**src/rtl/control_sequencer.sv**
```systemverilog
//------------------------------------------------------------------------------
// control_sequencer -- hardwired fetch/decode/execute strobe sequencer.
// Rev 1.0
//------------------------------------------------------------------------------
`default_nettype none

module control_sequencer (
  input  logic        clk,
  input  logic        clr,
  input  logic        run,
  input  logic        mem_ready,
  input  logic [31:0] ir,
  output logic        pc_out,
  output logic        pc_increment,
  output logic        mar_in,
  output logic        pc_in,
  output logic        read,
  output logic        mdr_in,
  output logic        mdr_out,
  output logic        ir_in,
  output logic        y_in,
  output logic        zlow_in,
  output logic        zhigh_in,
  output logic        zlow_out,
  output logic        zhigh_out,
  output logic        lo_in,
  output logic        hi_in,
  output logic [15:0] reg_in,
  output logic [15:0] reg_out,
  output logic [4:0]  op_code,
  output logic        busy,
  output logic        done,
  output logic        illegal
);

  typedef enum logic [2:0] {
    IDLE = 3'd0,
    T0   = 3'd1,
    T1   = 3'd2,
    T2   = 3'd3,
    T3   = 3'd4,
    T4   = 3'd5,
    T5   = 3'd6,
    T6   = 3'd7
  } state_t;

  state_t     state;
  logic [4:0] op_q;
  logic [3:0] ra_q, rb_q, rc_q;
  logic       md_q, bad_q;

  logic [4:0] ir_op;
  logic [3:0] ir_ra, ir_rb, ir_rc;
  logic       ir_alu, ir_md;
  logic       unused_ir;

  assign ir_op     = ir[31:27];
  assign ir_ra     = ir[26:23];
  assign ir_rb     = ir[22:19];
  assign ir_rc     = ir[18:15];
  assign ir_alu    = (ir_op >= 5'b00011) && (ir_op <= 5'b01011);
  assign ir_md     = (ir_op == 5'b01111) || (ir_op == 5'b10000);
  assign unused_ir = ^ir[14:0];

  function automatic logic [15:0] onehot(input logic [3:0] idx);
    return 16'h0001 << idx;
  endfunction

  // Outputs are registered with the values belonging to the state being entered.
  always_ff @(posedge clk or negedge clr) begin
    if (!clr) begin
      state        <= IDLE;
      op_q         <= '0;
      ra_q         <= '0;
      rb_q         <= '0;
      rc_q         <= '0;
      md_q         <= 1'b0;
      bad_q        <= 1'b0;
      pc_out       <= 1'b0;
      pc_increment <= 1'b0;
      mar_in       <= 1'b0;
      pc_in        <= 1'b0;
      read         <= 1'b0;
      mdr_in       <= 1'b0;
      mdr_out      <= 1'b0;
      ir_in        <= 1'b0;
      y_in         <= 1'b0;
      zlow_in      <= 1'b0;
      zhigh_in     <= 1'b0;
      zlow_out     <= 1'b0;
      zhigh_out    <= 1'b0;
      lo_in        <= 1'b0;
      hi_in        <= 1'b0;
      reg_in       <= '0;
      reg_out      <= '0;
      op_code      <= '0;
      busy         <= 1'b0;
      done         <= 1'b0;
      illegal      <= 1'b0;
    end else begin
      pc_out       <= 1'b0;
      pc_increment <= 1'b0;
      mar_in       <= 1'b0;
      pc_in        <= 1'b0;
      read         <= 1'b0;
      mdr_in       <= 1'b0;
      mdr_out      <= 1'b0;
      ir_in        <= 1'b0;
      y_in         <= 1'b0;
      zlow_in      <= 1'b0;
      zhigh_in     <= 1'b0;
      zlow_out     <= 1'b0;
      zhigh_out    <= 1'b0;
      lo_in        <= 1'b0;
      hi_in        <= 1'b0;
      reg_in       <= '0;
      reg_out      <= '0;
      op_code      <= '0;
      busy         <= 1'b0;
      done         <= 1'b0;
      illegal      <= 1'b0;
      case (state)
        IDLE: begin
          if (run) begin
            state        <= T0;
            busy         <= 1'b1;
            pc_out       <= 1'b1;
            pc_increment <= 1'b1;
            mar_in       <= 1'b1;
            zlow_in      <= 1'b1;
            zhigh_in     <= 1'b1;
          end
        end
        T0: begin
          state    <= T1;
          busy     <= 1'b1;
          zlow_out <= 1'b1;
          pc_in    <= 1'b1;
          read     <= 1'b1;
          mdr_in   <= 1'b1;
        end
        T1: begin
          busy <= 1'b1;
          if (mem_ready) begin
            state   <= T2;
            mdr_out <= 1'b1;
            ir_in   <= 1'b1;
          end else begin
            // Stall cycles keep the read going but never reload the PC.
            zlow_out <= 1'b1;
            read     <= 1'b1;
            mdr_in   <= 1'b1;
          end
        end
        T2: begin
          state <= T3;
          busy  <= 1'b1;
          op_q  <= ir_op;
          ra_q  <= ir_ra;
          rb_q  <= ir_rb;
          rc_q  <= ir_rc;
          md_q  <= ir_md;
          bad_q <= !(ir_alu || ir_md);
          if (ir_alu) begin
            reg_out <= onehot(ir_rb);
            y_in    <= 1'b1;
          end else if (ir_md) begin
            reg_out <= onehot(ir_ra);
            y_in    <= 1'b1;
          end else begin
            illegal <= 1'b1;
          end
        end
        T3: begin
          if (bad_q) begin
            state <= IDLE;
          end else begin
            state    <= T4;
            busy     <= 1'b1;
            reg_out  <= onehot(md_q ? rb_q : rc_q);
            zlow_in  <= 1'b1;
            zhigh_in <= 1'b1;
            op_code  <= op_q;
          end
        end
        T4: begin
          state    <= T5;
          busy     <= 1'b1;
          zlow_out <= 1'b1;
          if (md_q) lo_in  <= 1'b1;
          else      reg_in <= onehot(ra_q);
        end
        T5, T6: begin
          if (state == T5 && md_q) begin
            state     <= T6;
            busy      <= 1'b1;
            zhigh_out <= 1'b1;
            hi_in     <= 1'b1;
          end else begin
            done <= 1'b1;
            if (run) begin
              state        <= T0;
              busy         <= 1'b1;
              pc_out       <= 1'b1;
              pc_increment <= 1'b1;
              mar_in       <= 1'b1;
              zlow_in      <= 1'b1;
              zhigh_in     <= 1'b1;
            end else begin
              state <= IDLE;
            end
          end
        end
        default: state <= IDLE;
      endcase
    end
  end

endmodule

`default_nettype wire

```
**config.mk**
```make
export PLATFORM = sky130hd
export DESIGN_NAME = control_sequencer
export DESIGN_NICKNAME = d
export VERILOG_FILES = /design/src/rtl/control_sequencer.sv
export SDC_FILE = /design/constraint.sdc
export NUM_CORES = 1
export LEC_CHECK = 0
export ABC_AREA = 1
export CAP_MARGIN = 10
export CORE_UTILIZATION = 50
export CTS_BUF_LIST = sky130_fd_sc_hd__clkbuf_8
export DETAILED_ROUTE_END_ITERATION = 10
export PLACE_DENSITY = 0.95
export SLEW_MARGIN = 15
export SYNTH_ARGS = -nofsm -noshare
export SYNTH_HDL_FRONTEND = slang
export SYNTH_SLANG_ARGS = --single-unit
export TNS_END_PERCENT = 100
```
**constraint.sdc**
```tcl
create_clock -name clk -period 1.5 [get_ports clk]
set_input_delay 0.375 -clock clk [delete_from_list [all_inputs] [get_ports clk]]
set_output_delay 0.375 -clock clk [all_outputs]
set_load 0.01 [all_outputs]
```
==> reports/results.txt <==
Clock buffer depth: 2
Peak supply drop: 970 µV
Inserted Clock Buffers: 9
DIE HEIGHT: 83.4 µm
Hold WC Path Type: in -> async
Most frequent cell after synthesis: nand2_1
DRC viols: 0
Setup TNS: 0 ns
Pre-Repair DR Iteration Count: 5
Dpl ws: -0.309 ns
Initial antenna violation count: 0
Slew Viols, Final: 0
Status: completed
Clock slew at reported path FFs: 0.08 ns
CTS tree: built
EDFF count, synth: 0
IO Pins: 91
Remaining antenna violation count: 0
Cell type with the largest total area after synthesis: dfrtp_1
Vias in the first global route: 3024
Global placement routability congestion: 0.925
CP Data Required Time: 1.77 ns
Commonest cells post-synth: 108 x nand2_1, 71 x dfrtp_1, 37 x nor2_1
Share of cells above drive strength 1: 17.5%
WL final: 8420 µm
GRT Util Overall: 24.6%
DP Wirelength: 5800 µm
Clk_lat worst skew: 0.35 ns
Slew @ Worst Pin: 0.361 ns
Worst setup EP type: flip-flop
Total power: 6510 µW
Sequential area share after synthesis: 53.6%
Final Critical Period: 1.48 ns
Register bit total from synthesis: 71
Cells after Synth: 392
Synth Area in Compound Gates: 5.63%
Leakage: 0.00245 µW
Syn nets: 428
Fin worst setup slack: 0.0226 ns
Root Driver: clkbuf_8
Post-synth ARST share: 100%
Final Net Count: 527
Max-capacitance violation count: 0
F_max: 0.677 GHz
P per Cell Area: 1450 nW/µm²
Core area: 6390 µm²
CP Class: reg -> reg
CP max FO: 8
Filler Cells Inserted: 499
Post-Synth Adder-Cell Area: 0%
I/O Buffers: 75
Pin count of the biggest net entering global routing: 72
Antenna cells: 0
Worst EP arrival: 1.75 ns
Ranking of synthesized cells by area: dfrtp_1 54%, nand2_1 12%, nand4_1 4.7%, nor2_1 4.2%, nand3_1 4.1%
Final cycle utilization of the critical path: 98.5%
First-pass GRT wire length: 13500 µm
Setup Viol. Count Final: 0
Cell Rows: 29
Via count: 3161
Fin. Hold Viols: 0
Vias/cell: 5.52
Top-area cell type share of the netlist area: 53.6%
Main synth FF type: dfrtp_1
Clk_skew: 0.00691 ns
P&R area growth vs syn: 36.0%
Average instance area after synthesis: 8.45 µm²
Clock H-tree levels: 3
Post-synthesis xor/xnor area fraction: 0%
Die X-Extent: 83.4 µm
Detailed-route wire length per cell: 14.7 µm
Grt ovf: 0
Largest family of logic cells by synthesized area: simple AND/OR/NAND/NOR gates
Synth cell types: 26
DRC violation total after the first TritonRoute iteration: 298
Ys Warns: 0
Syn Std Cell Area: 3310 µm²
Slew HR: 76.0%
CTS hold repair buffers: 0
Die area: 6950 µm²
Synth Area in Simple Gates: 32.2%
CP Launch Type: flip-flop
Hold_ws: 0.0341 ns
# clock sinks: 71
Initial core utilization: 51.9%
Mux contribution to synthesized area: 0%
state kept, by name, summed over array words and instances (netlist names), 3 cells and up:
signal and flops:
op_code 5, op_q 5, ra_q 4, rb_q 4, rc_q 4, reg_in 16
reg_out 16, state 3
what timing repair did:
action / in CTS / in global routing
buffers inserted: 0 / 6
pin swaps: 0 / 4
endpoints found under the setup margin: 55 / 20
resized for setup: 55 / 13
cloned: 0 / 1
worst max-delay path: stages, from the launching register on:
cell	delay (ns)
dfrtp_1	0.48
inv_2	0.13
nand2_1	0.08
nand2_1	0.07
buf_4	0.14
nor2_4	0.21
nand3_1	0.14
o21ai_1	0.13
metal layers:
metal	share of wire [%]	global-route usage, %	vias up
li1	-	-	1443
met1	36	28.5	1497
met2	53	43.3	187
met3	8.0	4.57	34
met4	3.5	13.0	0
met5	0	0	-
placed cells by master (no fill, tap or decap), types with 2 or more instances in the layout:
master           count
clkbuf_8             9
nand2_2              4
buf_4               28
nand2_4              2
buf_12               3
nor2_4               5
nand3_1             27
nor2_2              10
nor2_1              36
o21ai_1             21
inv_2                9
dlygate4sd2_1       55
dlymetal6s2s_1       3
dfrtp_1             71
nand4_1             25
nand2_1            105
inv_1               35
a21oi_1              2
clkdlybuf4s50_1     16
nand2_8              2
o21ai_0             10
clkinv_4             2
power breakdown:
group | leakage [µW] | internal, µW | switching, µW | total, µW
clock network | 0.000101 | 769 | 741 | 1510
registers | 0.000944 | 2330 | 244 | 2570
logic | 0.00141 | 854 | 1580 | 2430
through the flow:
stage | cell area (µm²) | cells | utilization (%)
6_report | 4510 | 573 | 70.6
5_1_grt | 4510 | 573 | 70.6
3_3_place_gp | 4270 | 550 | 66.8
3_5_place_dp | 4270 | 550 | 66.8
4_1_cts | 4390 | 566 | 68.8
2_1_floorplan | 3310 | 392 | -
final timing paths:
| check | to | cells after the start | startpoint | slack [ns] |
|---|---|---|---|---|
| min reg2reg | op_code[3]$_DFF_PN0_ | 2 | op_q[3]$_DFFE_PN0P_ | 0.49 |
| max | reg_out[8]$_DFF_PN0_ | 7 | md_q$_DFFE_PN0P_ | 0.02 |
| min in group clk | op_q[3]$_DFFE_PN0P_ | 3 | ir[30] | 0.36 |
| min | hi_in$_DFF_PN0_ | 2 | clr | 0.03 |
| max in group asynchronous | reg_out[11]$_DFF_PN0_ | 2 | clr | 1.18 |
| max reg2reg | reg_out[8]$_DFF_PN0_ | 7 | md_q$_DFFE_PN0P_ | 0.02 |
kinds of logic after synthesis:
logic type      count (synthesis)
flops                          71
compound gates                 36
buf+inv                        63
simple gates                  222
layout make-up:
class,count,area (µm²),area share (%)
Sequential cell,71,1780,39.4
Multi-Input combinational cell,259,1310,29.0
Timing Repair Buffer,107,966,21.4
Inverter,43,161,3.58
Clock buffer,9,124,2.75
Tap cell,77,96.3,2.14
Clock inverter,7,72.6,1.61
(Power assumes the default switching activity.)
